==> src/rtl/rf_pkg.sv <==
// ---------------------------------------------------------------------------
// rf_pkg
// Shared definitions for the register-file writeback path.
//   XLEN       : register data width
//   AW         : register address width (32 architectural registers)
//   NUM_WB_SRC : number of writeback sources (ALU = 0, LSU = 1)
//   wb_req_t   : one writeback request {addr, data}
//   rr_pick    : 2-way round-robin grant selection
// ---------------------------------------------------------------------------
package rf_pkg;

  localparam int XLEN       = 32;
  localparam int AW         = 5;
  localparam int NUM_WB_SRC = 2;

  typedef struct packed {
    logic [AW-1:0]   addr;
    logic [XLEN-1:0] data;
  } wb_req_t;

  // last_src is the index of the source that won the previous transfer.
  // Under contention the other source wins, so reset value 1 lets source 0
  // win the first contention.
  function automatic logic [NUM_WB_SRC-1:0] rr_pick(
    input logic [NUM_WB_SRC-1:0] req,
    input logic                  last_src
  );
    logic [NUM_WB_SRC-1:0] gnt;
    gnt = '0;
    case (req)
      2'b01:   gnt = 2'b01;
      2'b10:   gnt = 2'b10;
      2'b11:   gnt = last_src ? 2'b01 : 2'b10;
      default: gnt = '0;
    endcase
    return gnt;
  endfunction

endpackage

==> src/rtl/rr_arb2.sv <==
// ---------------------------------------------------------------------------
// rr_arb2
// Two-way round-robin arbiter with a last-grant flop.
//   clk      : clock
//   rst_n    : asynchronous active-low reset
//   req_i    : request vector, bit n = source n valid
//   hold_i   : suppresses all grants
//   grant_o  : one-hot (or zero) grant, combinational from req_i/hold_i/state
// A grant is only ever raised for a requesting source, so any nonzero grant
// is a completed transfer and advances the round-robin pointer.
// ---------------------------------------------------------------------------
module rr_arb2
  import rf_pkg::*;
(
  input  logic                  clk,
  input  logic                  rst_n,
  input  logic [NUM_WB_SRC-1:0] req_i,
  input  logic                  hold_i,
  output logic [NUM_WB_SRC-1:0] grant_o
);

  logic last_grant_q;
  logic last_grant_d;

  always_comb begin
    grant_o = '0;
    if (!hold_i) begin
      grant_o = rr_pick(req_i, last_grant_q);
    end
  end

  always_comb begin
    last_grant_d = last_grant_q;
    if (|grant_o) begin
      last_grant_d = grant_o[1];
    end
  end

  always_ff @(posedge clk or negedge rst_n) begin
    if (!rst_n) begin
      last_grant_q <= 1'b1;
    end else begin
      last_grant_q <= last_grant_d;
    end
  end

endmodule

==> src/rtl/rf_wb_arbiter.sv <==
// ---------------------------------------------------------------------------
// rf_wb_arbiter
// Merges the ALU and LSU writeback streams onto the register file's single
// write port through a one-entry stage, and exposes the staged entry for
// read-port bypass.
//   clk, rst_n                       : clock, asynchronous active-low reset
//   wb0_valid/ready/addr/data        : ALU writeback (source 0)
//   wb1_valid/ready/addr/data        : LSU writeback (source 1)
//   rf_hold                          : freezes register-file writes
//   wr_en/wr_addr/wr_data            : register-file write port
//   fwd_addr1/fwd_addr2              : read addresses presented to the RF
//   fwd_hit1/fwd_hit2/fwd_data       : bypass of the staged write
// ---------------------------------------------------------------------------
module rf_wb_arbiter #(
  parameter int XLEN = rf_pkg::XLEN,
  parameter int AW   = rf_pkg::AW
) (
  input  logic            clk,
  input  logic            rst_n,
  input  logic            wb0_valid,
  output logic            wb0_ready,
  input  logic [AW-1:0]   wb0_addr,
  input  logic [XLEN-1:0] wb0_data,
  input  logic            wb1_valid,
  output logic            wb1_ready,
  input  logic [AW-1:0]   wb1_addr,
  input  logic [XLEN-1:0] wb1_data,
  input  logic            rf_hold,
  output logic            wr_en,
  output logic [AW-1:0]   wr_addr,
  output logic [XLEN-1:0] wr_data,
  input  logic [AW-1:0]   fwd_addr1,
  input  logic [AW-1:0]   fwd_addr2,
  output logic            fwd_hit1,
  output logic            fwd_hit2,
  output logic [XLEN-1:0] fwd_data
);

  import rf_pkg::*;

  logic [NUM_WB_SRC-1:0] req;
  logic [NUM_WB_SRC-1:0] grant;
  logic                  xfer;
  logic [AW-1:0]         sel_addr;
  logic [XLEN-1:0]       sel_data;

  logic                  stg_valid_q, stg_valid_d;
  logic [AW-1:0]         stg_addr_q,  stg_addr_d;
  logic [XLEN-1:0]       stg_data_q,  stg_data_d;

  assign req = {wb1_valid, wb0_valid};

  rr_arb2 u_arb (
    .clk     (clk),
    .rst_n   (rst_n),
    .req_i   (req),
    .hold_i  (rf_hold),
    .grant_o (grant)
  );

  assign wb0_ready = grant[0];
  assign wb1_ready = grant[1];
  assign xfer      = |grant;

  // Grant is one-hot, so a simple 2:1 mux on grant[1] selects the winner.
  assign sel_addr = grant[1] ? wb1_addr : wb0_addr;
  assign sel_data = grant[1] ? wb1_data : wb0_data;

  // While held the stage is frozen; otherwise it takes the accepted request
  // or empties. x0 writes are accepted but never become valid. Address/data
  // are only refreshed for real writes, so the bypass data path only ever
  // shows something that was actually destined for the register file.
  always_comb begin
    stg_valid_d = stg_valid_q;
    stg_addr_d  = stg_addr_q;
    stg_data_d  = stg_data_q;
    if (!rf_hold) begin
      stg_valid_d = xfer && (sel_addr != '0);
      if (stg_valid_d) begin
        stg_addr_d = sel_addr;
        stg_data_d = sel_data;
      end
    end
  end

  always_ff @(posedge clk or negedge rst_n) begin
    if (!rst_n) begin
      stg_valid_q <= 1'b0;
      stg_addr_q  <= '0;
      stg_data_q  <= '0;
    end else begin
      stg_valid_q <= stg_valid_d;
      stg_addr_q  <= stg_addr_d;
      stg_data_q  <= stg_data_d;
    end
  end

  assign wr_en   = stg_valid_q && !rf_hold;
  assign wr_addr = stg_addr_q;
  assign wr_data = stg_data_q;

  // Bypass stays live during hold so readers still see the pending value.
  assign fwd_hit1 = stg_valid_q && (stg_addr_q == fwd_addr1);
  assign fwd_hit2 = stg_valid_q && (stg_addr_q == fwd_addr2);
  assign fwd_data = stg_data_q;

endmodule

==> config.mk <==
export PLATFORM = sky130hd
export DESIGN_NAME = rf_wb_arbiter
export DESIGN_NICKNAME = d
export VERILOG_FILES = /design/src/rtl/rf_pkg.sv /design/src/rtl/rr_arb2.sv /design/src/rtl/rf_wb_arbiter.sv
export SDC_FILE = /design/constraint.sdc
export NUM_CORES = 1
export LEC_CHECK = 0
export ABC_AREA = 0
export ABC_CLOCK_PERIOD_IN_PS = 2400
export BUFFER_PORTS_ARGS = -buffer_cell sky130_fd_sc_hd__buf_4
export CORE_UTILIZATION = 42
export CTS_CLUSTER_DIAMETER = 120
export DETAILED_ROUTE_END_ITERATION = 12
export PLACE_DENSITY = 0.8
export SYNTH_ARGS = -nofsm -noshare
export SYNTH_HDL_FRONTEND = slang
export SYNTH_SLANG_ARGS = --single-unit
==> constraint.sdc <==
create_clock -name clk -period 2.4 [get_ports clk]
set_input_delay 0.48 -clock clk [delete_from_list [all_inputs] [get_ports clk]]
set_output_delay 0.48 -clock clk [all_outputs]
set_load 0.02 [all_outputs]
Yosys cells after proc, flatten, opt, wreduce, memory -nomap -nowiden
Index checks and enable logic that the tools add are counted.
- output and inout bits: 74
- register bits: 39
- bits of input ports: 89
- logic and storage cells: 23
- equality and inequality tests: 5
- reduce and logical (&&, ||, !) cells: 8
- multiplexer cells: 5
- bitwise logic cells: 1
- operator list (kind ; number):
    $mux 32 ; 1
    $eq 5x5->1 ; 2
    $pmux 2 s3 ; 1
    $mux 5 ; 1
    $reduce_bool 5->1 ; 1
    $eq 2x2->1 const B ; 2
    $logic_and 1x1->1 ; 4
    $mux 2 ; 2
    $eq 2x1->1 const B ; 1
    $reduce_and 2->1 ; 1
    $reduce_or 2->1 ; 1
    $logic_not 1->1 ; 1
    $not 1->1 ; 1

Logic depth before layout (Yosys ltp)
- depth after elaboration: 7
- mapped depth: 7
- depth with buffers taken out: 5

Modules after synthesis
From an unflattened synthesis, not the netlist that was laid out.
- cells, all modules: 181
- area total of the unflattened synthesis: 2418.6 um2
- by module, submodules not included (module ; instances ; area an instance (um2) ; sequential area each (um2) ; cells each):
    rf_wb_arbiter ; 1 ; 2347.3 ; 950.9 ; 174
    rr_arb2 ; 1 ; 71.3 ; 26.3 ; 7

Worst setup path before layout
No wires, ideal clock.
- kind: in2reg
- from: input port wb1_valid
- to: register stg_data_q[11] (netlist: fwd_data[11])
- slack: 0.324 ns
- buffers on the path: 2
- setup time: 0.125 ns
- stages: 7
- arrival time: 1.952 ns
- path through: nor2b_1 > buf_4 > nand2_4 > inv_2 > a311oi_2 > buf_6 > mux2_2
- longest elaborated chain between the ends: 7
- elaborated cells between the ends (all ways): 11
- classes of those cells: eq/ne: 3; mux: 4; reduce/logical: 4
- RTL lines (item ; line ; source):
    from (decl) ; rf_wb_arbiter.sv:24 ; input logic wb1_valid,
    $eq 2x2->1 / $eq 2x1->1 (equally long branches) ; rf_pkg.sv:30 ; case (req)
    $pmux 2 s3 * ; rf_pkg.sv:30 ;
    $mux 2 * ; rr_arb2.sv:27 ; if (!hold_i) begin
    via wb1_ready ; rf_wb_arbiter.sv:25 ; output logic wb1_ready,
    $mux 5 ; rf_wb_arbiter.sv:66 ; assign sel_addr = grant[1] ? wb1_addr : wb0_addr;
    $reduce_bool 5->1 ; rf_wb_arbiter.sv:78 ; stg_valid_d = xfer && (sel_addr != '0);
    $logic_and 1x1->1 ; rf_wb_arbiter.sv:78 ;
    $reduce_and 2->1 (no source line) ; n/a ;
    to (signal assigned) ; rf_wb_arbiter.sv:94 ; stg_data_q <= stg_data_d;
    to (decl) ; rf_wb_arbiter.sv:49 ; logic [XLEN-1:0] stg_data_q, stg_data_d;
The timed path passes the listed nets; every way through them passes the cells marked *.
A chain may end at the register's enable or synchronous reset.

Final worst setup path
- from: register u_arb.last_grant_q
- to: register stg_data_q[21] (netlist: fwd_data[21])
- longest elaborated chain between the ends: 7
- elaborated cells between the ends (all ways): 9
- classes of those cells: mux: 5; reduce/logical: 4
- RTL lines (item ; line ; source):
    from (decl) ; rr_arb2.sv:22 ; logic last_grant_q;
    from (signal assigned) ; rr_arb2.sv:43 ; last_grant_q <= last_grant_d;
    $mux 2 * ; rf_pkg.sv:33 ; 2'b11: gnt = last_src ? 2'b01 : 2'b10;
    $pmux 2 s3 * ; rf_pkg.sv:30 ;
    $mux 2 * ; rr_arb2.sv:27 ;
    $mux 5 ; rf_wb_arbiter.sv:66 ;
    $reduce_bool 5->1 ; rf_wb_arbiter.sv:78 ;
    $logic_and 1x1->1 ; rf_wb_arbiter.sv:78 ;
    $reduce_and 2->1 (no source line) ; n/a ;
Mark *: on every way between the ends. The rest lies on a longest branch, timed or not.

==> impl_metrics.tcl <==
set metrics [dict create \
    outcome "finished, final reports clean" \
    antenna_found_initial 0 \
    worstSetupStartpointType "register" \
    coreArea_sq_mm 0.00557 \
    grt_max_degree 40 \
    synth.distinct_cells 36 \
    io_buffers 162 \
    critPathMaxFanout 17 \
    drive_above_1_share_pct 71.8 \
    start_util_pct 44.1 \
    synth_top_cell_area_share_pct 38.7 \
    synth.avg_cell_area_sq_um 11.8 \
    maxCapViolCount 0 \
    cts_sinks 39 \
    crit_end "fwd_data[21]" \
    grt_usage_pct 18.5 \
    synth-compound-area-share_pct 6.78 \
    wirelength_um 5730 \
    synth_cells 209 \
    multi_input_area_sq_mm 0.00117 \
    layout_setup_ws_ps 151 \
    seqCellArea_sq_um 977 \
    nNetsFinal 436 \
    grt_pass1_wl_um 9010 \
    grt_pass1_vias 1944 \
    synth_nets 298 \
    yosysSeqAreaShare_pct 39.8 \
    finalSetupViolCount 0 \
    hpwl_um 4420 \
    cts_tree "yes" \
    period_needed_ps 2250 \
    die_h_um 78.5 \
    maxSlewViolCount 0 \
    clk_path_buf_depth 2 \
    antenna_cells 0 \
    leakagePower_nw 1.78 \
    synth.ff_latch_count 39 \
    synthMuxAreaShare_pct 30.5 \
    ys_warn_count 0 \
    cts_hold_buffers 0 \
    clock_skew_ps 5.40 \
    worstSkewPairLatency_ps 290 \
    grt_setup_unrepaired "false" \
    synth_fa_ha_area_share_pct 0 \
    yosysTopAreaCell "dfrtp_1" \
    drt_pre_antenna_iters 4 \
    reg2reg_to "fwd_data[21]" \
    netlist_top_cells_area "dfrtp_1, mux2_2, buf_4" \
    syn_area_sq_mm 0.00246 \
    viasPerCell 4.96 \
    drtAntennaViolNets 0 \
    place_ws_ps -144 \
    period_share_pct 93.7 \
    r2r_setup_slack_ps 150 \
    first_iter_violations 69 \
    holdWs_ps 159 \
    final-hold-violation-count 0 \
    crit_type "reg2reg" \
    routedWlPerCell_um 13.6 \
    worst_pin_slew_ps 966 \
    die_area_sq_mm 0.00616 \
    grt_overflow 0 \
    chipWidth_um 78.5 \
    cts_setup_buffers 0 \
    ir_worst_vdd_mv 0.433 \
    worstSetupEndpointType "register" \
    io_pins 163 \
    clk_pin_slew_ps 80 \
    rows 27 \
    synthSimpleGateAreaFrac_pct 6.27 \
    crit_arrival_ps 2420 \
    num_vias 2082 \
    hold_path_class "in2async" \
    cts-root-buf "clkbuf_8" \
    synth_top_family_by_area "multiplexers" \
    startpoint "u_arb.last_grant_q" \
    rr_worst_depth 6 \
    synth_xor_area_share_pct 3.57 \
    fmax_mhz 445 \
    fill_cells 471 \
    place.gp.congestion 0.766 \
    syn_to_final_growth_pct 48.7 \
    cts.repair.resized 0 \
    cellPowerDensity_mw_per_mm2 642 \
    cts_buffers 5 \
    critPathRequiredTime_ps 2570 \
    slew_headroom_pct 35.6 \
    r2r-start "u_arb.last_grant_q" \
    h-tree-depth 2 \
    drc_errors 0 \
]
Yosys cell counts:
master / count
a311oi_2: 1
and2_1: 5
o41ai_1: 1
a211oi_2: 1
clkbuf_1: 4
nor2b_1: 2
nor3_1: 2
mux2_2: 62
inv_1: 6
xnor2_1: 2
a211oi_1: 2
buf_4: 33
mux2_4: 2
a31oi_1: 1
xor2_1: 8
buf_6: 3
nand2_4: 1
o22ai_1: 3
dfrtp_1: 38
nand2b_1: 1
nor2_1: 4
nand4b_1: 1
a21o_2: 1
a311o_1: 2
or3_1: 1
dfstp_2: 1
nand2_2: 1
or4_4: 1
nand3_1: 2
a311oi_1: 3
o21ai_0: 3
a21oi_1: 4
nor4_1: 2
and3_1: 2
mux2i_1: 2
inv_2: 1
critical path: stages (launching register included):
cell and delay (ps):
dfstp_2 560, nand2_2 90, nand2_4 80, inv_2 40, a311oi_4 760, buf_12 240, mux2_2 340
stage by stage:
step | util, % | instance area (sq um) | power (W) | TNS, ps | cells
finish | 65.5 | 3650 | 0.00235 | 0 | 420
global route | 65.5 | 3650 | 0.00247 | 0 | 420
floorplan | - | 2460 | 0.00152 | 0 | 209
global placement | 63.8 | 3560 | 0.00189 | -1670 | 412
detailed placement | 63.8 | 3560 | 0.00191 | -2270 | 412
CTS | 65.5 | 3650 | 0.00237 | 0 | 420
worst min path at each step:
stage,endpoint,cells after the start
2_1_floorplan,fwd_data[0],0
3_5_place_dp,wr_addr[3],1
3_3_place_gp,wr_addr[3],1
6_report,stg_valid_q,1
5_1_grt,fwd_data[17],1
4_1_cts,fwd_data[7],1
report_power, final:
group	internal, W	switching [W]
Sequential	0.000771	0.000106
Combinational	0.000525	0.000488
Clock	0.000235	0.000221
layout make-up:
cell class | instances | share of cell area, %
Tap cell | 72 | 2.47
Multi-Input combinational cell | 123 | 32.0
Timing Repair Buffer | 171 | 35.5
Inverter | 7 | 0.719
Clock inverter | 1 | 0.240
Clock buffer | 7 | 2.36
Sequential cell | 39 | 26.8
per-layer routing:
| metal | vias to the layer above | share of wire [%] | routed length (um) | track usage (%) |
|---|---|---|---|---|
| met5 | - | 0 | 0 | 0 |
| met4 | 0 | 0.87 | 50 | 4.44 |
| met3 | 6 | 8.3 | 474 | 4.07 |
| met2 | 105 | 51 | 2930 | 33.1 |
| met1 | 978 | 40 | 2270 | 22.5 |
| li1 | 993 | - | - | - |
kinds of logic after synthesis:
kind of cell | count (synthesis)
buf+inv | 47
mux | 66
compound gates | 22
simple gates | 25
flops | 39
xor+xnor | 10
sequential cells by signal, summed over array words and instances (netlist names):
signal and count:
u_arb.last_grant_q 1, wr_addr 5, stg_valid_q 1, fwd_data 32
layout by cell type, fill, tap and decap left out, types with 2 or more instances in the layout:
cell and instances:
buf_4 170, mux2_2 62, dfrtp_1 38, xor2_1 8, inv_1 6, clkbuf_8 6, and2_1 5, nor2_1 4
a21oi_1 4, o21ai_0 3, a311oi_1 3, o22ai_1 3, nor2b_1 2, nor4_1 2, xnor2_1 2, and3_1 2
nor3_1 2, mux2_4 2, nand3_1 2, a311o_1 2, a211oi_1 2, mux2i_1 2
No activity file was read; power rests on OpenSTA's default activity.
